===== src/rtl/core_pkg.sv =====
// Shared constants for the write-back stage: WB bundle bit map, widths, FSM encoding.
// Latency: n/a (definitions only).
// Backpressure: n/a (definitions only).
package core_pkg;

  // Bit positions inside the WB control bundle
  localparam int WB_REGWRITE  = 0;
  localparam int WB_MEMTOREG  = 1;
  localparam int WB_PAIRWRITE = 2;
  localparam int WB_OUTPORT   = 3;

  localparam int REG_ADDR_W = 3;
  localparam int DATA_W     = 16;

  // Write-back FSM encoding
  localparam logic [0:0] ST_IDLE    = 1'b0;
  localparam logic [0:0] ST_PAIR_HI = 1'b1;

endpackage


===== src/rtl/regfile_8x16.sv =====
// General register file: one write port, two combinational read ports with write-through.
// Latency: write visible on read ports in the same cycle (bypass), stored at next posedge.
// Backpressure: none; a write is accepted every cycle we is high.
module regfile_8x16
  import core_pkg::*;
#(
  parameter int NumRegs = 8
) (
  input  logic                  clk,
  input  logic                  rst,
  input  logic                  we,
  input  logic [REG_ADDR_W-1:0] waddr,
  input  logic [DATA_W-1:0]     wdata,
  input  logic [REG_ADDR_W-1:0] raddr_a,
  input  logic [REG_ADDR_W-1:0] raddr_b,
  output logic [DATA_W-1:0]     rdata_a,
  output logic [DATA_W-1:0]     rdata_b
);

  logic [DATA_W-1:0] regs [NumRegs];

  // Register storage: synchronous clear, single write port
  always_ff @(posedge clk) begin
    if (rst) begin
      for (int i = 0; i < NumRegs; i++) begin
        regs[i] <= '0;
      end
    end else if (we) begin
      regs[waddr] <= wdata;
    end
  end

  // Read ports: a write landing this cycle to the same address wins over stored value
  always_comb begin
    rdata_a = (we && (raddr_a == waddr)) ? wdata : regs[raddr_a];
    rdata_b = (we && (raddr_b == waddr)) ? wdata : regs[raddr_b];
  end

endmodule


===== src/rtl/wb_stage_regfile.sv =====
// Write-back stage: selects result, commits to the register file, splits 32-bit loads into a register pair.
// Latency: 1 cycle for normal writes; 2 cycles for pair writes (lo then hi); output port registered 1 cycle.
// Backpressure: o_stall holds the MEM/WB buffer during the first cycle of a pair write.
module wb_stage_regfile
  import core_pkg::*;
#(
  parameter int WbSize  = 4,
  parameter int NumRegs = 8
) (
  input  logic                  clk,
  input  logic                  rst,
  input  logic [WbSize-1:0]     i_WB,
  input  logic [31:0]           i_MemData,
  input  logic [DATA_W-1:0]     i_alu,
  input  logic [REG_ADDR_W-1:0] i_Rdst,
  input  logic [REG_ADDR_W-1:0] i_RsrcA,
  input  logic [REG_ADDR_W-1:0] i_RsrcB,
  output logic [DATA_W-1:0]     o_RdataA,
  output logic [DATA_W-1:0]     o_RdataB,
  output logic                  o_stall,
  output logic                  o_fwd_valid,
  output logic [REG_ADDR_W-1:0] o_fwd_Rdst,
  output logic [DATA_W-1:0]     o_fwd_data,
  output logic [DATA_W-1:0]     o_out_port,
  output logic                  o_out_valid
);

  logic [0:0]            state;
  logic [DATA_W-1:0]     hi_data;
  logic [REG_ADDR_W-1:0] hi_dst;

  logic                  in_idle;
  logic                  regwrite;
  logic                  memtoreg;
  logic                  pairwrite;
  logic                  outport;
  logic                  pair_start;
  logic                  we;
  logic [REG_ADDR_W-1:0] waddr;
  logic [DATA_W-1:0]     wdata;

  assign in_idle    = (state == ST_IDLE);
  assign regwrite   = i_WB[WB_REGWRITE];
  assign memtoreg   = i_WB[WB_MEMTOREG];
  assign pairwrite  = i_WB[WB_PAIRWRITE];
  assign outport    = i_WB[WB_OUTPORT];
  assign pair_start = in_idle && regwrite && pairwrite;

  // Stall depends only on state and WB bits so it settles early in the cycle
  assign o_stall = pair_start;

  // Write-port select: lo half / normal result in IDLE, latched hi half in PAIR_HI
  always_comb begin
    we    = 1'b0;
    waddr = '0;
    wdata = '0;
    if (in_idle) begin
      if (regwrite) begin
        we    = 1'b1;
        waddr = i_Rdst;
        // Pair writes always take memory data, whatever MemToReg says
        wdata = (pairwrite || memtoreg) ? i_MemData[15:0] : i_alu;
      end
    end else begin
      we    = 1'b1;
      waddr = hi_dst;
      wdata = hi_data;
    end
  end

  assign o_fwd_valid = we;
  assign o_fwd_Rdst  = waddr;
  assign o_fwd_data  = wdata;

  // Pair FSM and hi-half latch; destination wraps R7 -> R0 through 3-bit overflow
  always_ff @(posedge clk) begin
    if (rst) begin
      state   <= ST_IDLE;
      hi_data <= '0;
      hi_dst  <= '0;
    end else if (in_idle) begin
      if (pair_start) begin
        state   <= ST_PAIR_HI;
        hi_data <= i_MemData[31:16];
        hi_dst  <= i_Rdst + 3'd1;
      end
    end else begin
      state <= ST_IDLE;
    end
  end

  // Output port capture; only honoured in IDLE since PAIR_HI sees a held, already-handled bundle
  always_ff @(posedge clk) begin
    if (rst) begin
      o_out_port  <= '0;
      o_out_valid <= 1'b0;
    end else if (in_idle && outport) begin
      o_out_port  <= i_alu;
      o_out_valid <= 1'b1;
    end else begin
      o_out_valid <= 1'b0;
    end
  end

  regfile_8x16 #(
    .NumRegs(NumRegs)
  ) u_regfile (
    .clk    (clk),
    .rst    (rst),
    .we     (we),
    .waddr  (waddr),
    .wdata  (wdata),
    .raddr_a(i_RsrcA),
    .raddr_b(i_RsrcB),
    .rdata_a(o_RdataA),
    .rdata_b(o_RdataB)
  );

endmodule


===== config.mk =====
export PLATFORM = sky130hd
export DESIGN_NAME = wb_stage_regfile
export DESIGN_NICKNAME = d
export VERILOG_FILES = /design/src/rtl/core_pkg.sv /design/src/rtl/regfile_8x16.sv /design/src/rtl/wb_stage_regfile.sv
export SDC_FILE = /design/constraint.sdc
export NUM_CORES = 1
export LEC_CHECK = 0
export CORE_UTILIZATION = 45
export CTS_CLUSTER_SIZE = 30
export DETAILED_ROUTE_END_ITERATION = 16
export PLACE_DENSITY = 0.68
export SYNTH_ARGS = -nofsm -noshare
export SYNTH_HDL_FRONTEND = slang
export SYNTH_HIERARCHICAL = 1
export SYNTH_SLANG_ARGS = --single-unit
export TNS_END_PERCENT = 20

===== constraint.sdc =====
create_clock -name clk -period 3.5 [get_ports clk]
set_input_delay 0.7 -clock clk [delete_from_list [all_inputs] [get_ports clk]]
set_output_delay 0.7 -clock clk [all_outputs]
set_load 0.005 [all_outputs]

Yosys cells after proc, flatten, opt, wreduce, memory -nomap -nowiden
Memory sizes are Yosys's and may differ from the RTL's.
Cells that the tools add are included.
- bits in writable memories: 128
- bits of input ports: 63
- bits in read-only memories: 0
- register bits after elaboration: 37
- latch bits: 0
- output and inout port bits: 70
- memories: 1
- memories (memory ; depth ; width ; read ports ; clocked after memory_dff ; wr ports ; RTL line ; source):
    u_regfile.regs ; 8 ; 16 ; 2 ; 0 ; 8 ; regfile_8x16.sv:20 ; logic [DATA_W-1:0] regs [NumRegs];
- $lt $le $gt $ge: 0
- muxes and demuxes: 19
- equal/unequal tests: 2
- multipliers: 0
- bitwise gates (word level): 1
- divide/modulo/power cells: 0
- reductions and logical operators: 9
- $add $sub $neg: 1
- shifts and indexed selects: 0
- operator list (operator ; number):
    16-bit two-way mux ; 6
    16-bit OR reduction ; 1
    1-bit two-way mux ; 10
    3-bit two-way mux ; 3
    3-bit == test ; 2
    1-bit logical AND ; 5
    3-bit by 1-bit adder with 3-bit output, second input constant ; 1
    2-bit AND reduction ; 1
    2-bit OR reduction ; 1
    1-bit logical OR ; 1
    1-bit inverter ; 1

Longest topological paths before layout
Gate-level depths: netlist of the first run.
- depth in word-level cells: 7
- gate-level depth with buffers: 9
- gate-level depth less buffers: 5

Hierarchy
The synthesis of the first run kept the hierarchy.
- by module, submodules not included (module ; area each (sq um) ; times used ; cells each):
    regfile_8x16 ; 7453.4 ; 1 ; 445
    wb_stage_regfile ; 1820.5 ; 1 ; 221

Worst setup path before layout of the first run
No wires, ideal clock.
- kind: input port to output port
- from: input i_WB[0]
- to: output o_RdataA[10]
- arrival time: 2251 ps
- path slack: 549 ps
- stages on the path: 7
- required time: 2800 ps
- path through: nor2b_1 -> a22o_1 -> clkbuf_1 -> xnor2_1 -> nand4_1 -> buf_4 -> mux2_4
- word-level cells in the longest chain between the ends: 5
- elaborated cells between the ends (all ways): 9
- classes of those cells: eq/ne (1); mux (7); reduce/logical (1)
- ends and longest elaborated chain (item ; RTL line ; source):
    start, declared ; wb_stage_regfile.sv:12 ; input logic [WbSize-1:0] i_WB,
    3-bit two-way mux ; wb_stage_regfile.sv:58 ; if (regwrite) begin
    3-bit two-way mux ; wb_stage_regfile.sv:57 ; if (in_idle) begin
    net o_fwd_Rdst[1] ; wb_stage_regfile.sv:22 ; output logic [REG_ADDR_W-1:0] o_fwd_Rdst,
    3-bit == test ; regfile_8x16.sv:35 ; rdata_a = (we && (raddr_a == waddr)) ? wdata : regs[raddr_a];
    1-bit logical AND ; regfile_8x16.sv:35 ;
    16-bit two-way mux ; regfile_8x16.sv:35 ;
    end, declared ; wb_stage_regfile.sv:18 ; output logic [DATA_W-1:0] o_RdataA,
The timed path passes the listed nets, and every way through them passes these cells.

Final worst setup path of the first run
- from: input i_WB[0]
- to: output o_RdataB[2]
- word-level cells in the longest chain between the ends: 5
- elaborated cells between the ends (all ways): 9
- classes of those cells: eq/ne (1); mux (7); reduce/logical (1)
- ends and longest elaborated chain (item ; RTL line ; source):
    3-bit two-way mux ; wb_stage_regfile.sv:58 ;
    3-bit two-way mux ; wb_stage_regfile.sv:57 ;
    3-bit == test ; regfile_8x16.sv:36 ; rdata_b = (we && (raddr_b == waddr)) ? wdata : regs[raddr_b];
    1-bit logical AND ; regfile_8x16.sv:36 ;
    16-bit two-way mux (*) ; regfile_8x16.sv:36 ;
    end, declared ; wb_stage_regfile.sv:19 ; output logic [DATA_W-1:0] o_RdataB,
Mark *: on every way between the ends. The rest lies on a longest branch, timed or not.

==> impl_metrics.env, run 1 <==
export IMPL_outcome="complete, but fails checks"
export IMPL_violations="negative setup slack"
export IMPL_grt_pass1_vias=6641
export IMPL_crit_fanout=8
export IMPL_die_w_um=145.6
export IMPL_clock_latency_ps=420
export IMPL_synth_top_area_cell="edfxtp_1"
export IMPL_grt_antenna_before_repair=0
export IMPL_netlist_area_leader_share_pct=41.45
export IMPL_htreeDepth=4
export IMPL_rows=52
export IMPL_vias=6401
export IMPL_core_area_mm2=0.02023
export IMPL_slew_violations=0
export IMPL_cap_violations=0
export IMPL_rsz0062_at_grt="yes"
export IMPL_yosys_area_share_simple_pct=14.54
export IMPL_synth_seq_cells=165
export IMPL_grt_max_degree=38
export IMPL_netlist_area_mm2=0.009274
export IMPL_drt_antenna_violating_nets=0
export IMPL_hp_class="reg -> reg"
export IMPL_worstSetupPathType="in -> out"
export IMPL_io_pins=133
export IMPL_clk_pin_slew_worst_paths_ps=70
export IMPL_synth_area_mux_share_pct=27.91
export IMPL_synth_compound_area_share_pct=3.845
export IMPL_crit_required_ps=2800
export IMPL_synth_common_cells="and2_1 (128), edfxtp_1 (128), nand2_1 (76), mux4_1 (60), mux2_2 (53)"
export IMPL_worstPathArrival_ps=2820
export IMPL_fin_cells=1125
export IMPL_skew_ps=9.142
export IMPL_finalWeightedCongestion=0.8000
export IMPL_syn_num_nets=730
export IMPL_dp_hpwl_um=16520
export IMPL_synth_xor_area_share_pct=0.6611
export IMPL_cts_tree="built"
export IMPL_max_freq_mhz=283.9
export IMPL_io_buffers=132
export IMPL_rrSetupSlack_ps=1100
export IMPL_fp_dieArea_mm2=0.02119
export IMPL_antenna_cells=0
export IMPL_fin_crit_ps=3523
export IMPL_drive_above_1_share_pct=26.78
export IMPL_nets=906
export IMPL_start_util_pct=45.83
export IMPL_synth_cell_type_count=36
export IMPL_die_y_um=145.6
export IMPL_startpoint_type="primary input"
export IMPL_grt_pass1_wl_um=38260
export IMPL_power_total_mw=4.938
export IMPL_gr_total_overflow=0
export IMPL_synth_top_family_by_area="multiplexers"
export IMPL_clockBufferDepth=2
export IMPL_leakage_nw=4.880
export IMPL_cts_buffers=17
export IMPL_drc=0
export IMPL_hold_ws_ps=460.0
export IMPL_track_usage_pct=24.43
export IMPL_ys_warn_count=6
export IMPL_vias_per_cell=5.690
export IMPL_dp_cells=1084
export IMPL_postCtsHoldBufs=0
export IMPL_synthCells=666
export IMPL_finalHoldViolCount=0
export IMPL_setup_viol=2
export IMPL_worst_pin_slew_ps=704.6
export IMPL_post_route_period_util_pct=100.7
export IMPL_area_delta_synth_final_pct=29.47
export IMPL_root_buffer="clkbuf_16"
export IMPL_first_pass_iters=5
export IMPL_synthFlopType="edfxtp_1"
export IMPL_fin_setup_tns_ps=-40.60
export IMPL_synth_avg_cell_area_um2=13.92
export IMPL_async_reset_ff_share_pct=0
export IMPL_synth_fa_ha_area_share_pct=0.1349
export IMPL_powerDensity_mw_per_mm2=411.3
export IMPL_yosysSeqAreaShare_pct=49.43
export IMPL_fin_ws_ps=-22.80
export IMPL_fill_cells=1614
export IMPL_synth_edff_count=128
export IMPL_irDropWorstVdd_mv=0.3698
export IMPL_drtIter0Drc=359
export IMPL_end_kind="primary output"
export IMPL_numClockSinks=165
export IMPL_wirelength_um=25180
export IMPL_wl_per_cell_um=22.39
export IMPL_synth_area_leaders="edfxtp_1 (41%), mux4_1 (17%), and2_1 (8.6%)"
export IMPL_slew_headroom_pct=53.02
==> cell families after synthesis <==
logic type	Yosys count
AO/OA/AOI/OAI	54
XOR/XNOR	7
adder cells (fa/ha/maj)	1
buffers and inverters	49
flip-flops	165
multiplexers	144
AND/OR/NAND/NOR	246
==> flip-flops by register name, summed over array words and instances, names as in the netlist <==
| signal | count |
|---|---|
| hi_dst | 3 |
| u_regfile/regs | 128 |
| hi_data | 16 |
| o_out_port | 16 |
| state | 1 |
| o_out_valid | 1 |
==> metrics by stage <==
step	util [%]	setup WS (ps)	cell area, µm²
floorplan	-	549.0	9274
global placement	55.70	-168.5	11270
detailed placement	55.70	-210.3	11270
CTS	59.19	-35.83	11980
global route	59.34	-80.11	12010
finish	59.34	-22.80	12010
==> critical path: stages <==
cell             delay, ps
dlygate4sd2_1          250
nor2b_2                170
a22o_4                 250
buf_4                  140
xnor2_1                140
nand4_1                140
buf_4                  180
buf_16                 150
mux2_2                 270
clkdlybuf4s50_1        440
==> final cells by class <==
class	instances	area, µm²	area share (%)
Timing Repair Buffer	205	2097	17.47
Inverter	1	6.256	0.05211
Sequential cell	165	4586	38.19
Tap cell	270	337.8	2.814
Clock buffer	17	425.4	3.543
Clock inverter	15	153.9	1.282
Multi-Input combinational cell	452	4400	36.65
==> power breakdown <==
part | internal, mW | total [mW] | switching [mW]
Sequential | 2.20 | 2.25 | 0.0444
Clock | 1.05 | 1.82 | 0.771
Combinational | 0.489 | 0.869 | 0.380
Total | 3.74 | 4.94 | 1.20
==> repair_timing <==
item	CTS	global route
buffers inserted	7	0
endpoints found under the setup margin	35	16
gates resized for setup	36	19
cloned	2	0
pin swaps	3	2
==> worst paths after layout <==
check	startpoint	endpoint	depth (start not counted)
setup / recovery	i_WB[0]	o_RdataB[2]	10
hold / removal	o_out_port[3]	o_out_port[3]	2
setup reg to reg	state	u_regfile/regs[6][6]	8
hold reg to reg	o_out_port[3]	o_out_port[3]	2
==> layer usage <==
| layer | vias up | track usage [%] | share of wire (%) |
|---|---|---|---|
| met4 | 0 | 9.632 | 2.3 |
| met1 | 3220 | 30.98 | 42 |
| met5 | - | 0 | 0 |
| met2 | 269 | 41.83 | 50 |
| met3 | 43 | 4.138 | 5.9 |
| li1 | 2869 | - | - |
==> layout by cell type (no fill, tap or decap), drive strengths merged, types with 2 or more instances in the layout <==
| master | instances |
|---|---|
| and2 | 128 |
| dlymetal6s2s | 12 |
| inv | 4 |
| mux2i | 16 |
| or2 | 9 |
| clkbuf | 19 |
| a211oi | 2 |
| clkdlybuf4s50 | 95 |
| nor2 | 11 |
| nand2 | 85 |
| bufinv | 2 |
| nand3b | 2 |
| dlygate4sd2 | 20 |
| nor2b | 2 |
| dfxtp | 37 |
| clkinvlp | 2 |
| xnor2 | 7 |
| nor3 | 2 |
| mux2 | 64 |
| o21ai | 17 |
| a22o | 2 |
| buf | 75 |
| a21oi | 33 |
| nand2b | 4 |
| edfxtp | 128 |
| nand4 | 2 |
| clkinv | 8 |
| mux4 | 64 |
No activity file was read; power rests on OpenSTA's default activity.
==> run 2: changes to the inputs <==
Settings changed: SLEW_MARGIN set to 10.
==> results of run 2 <==
No change in the layout: final DEF, timing and power equal those of run 1.
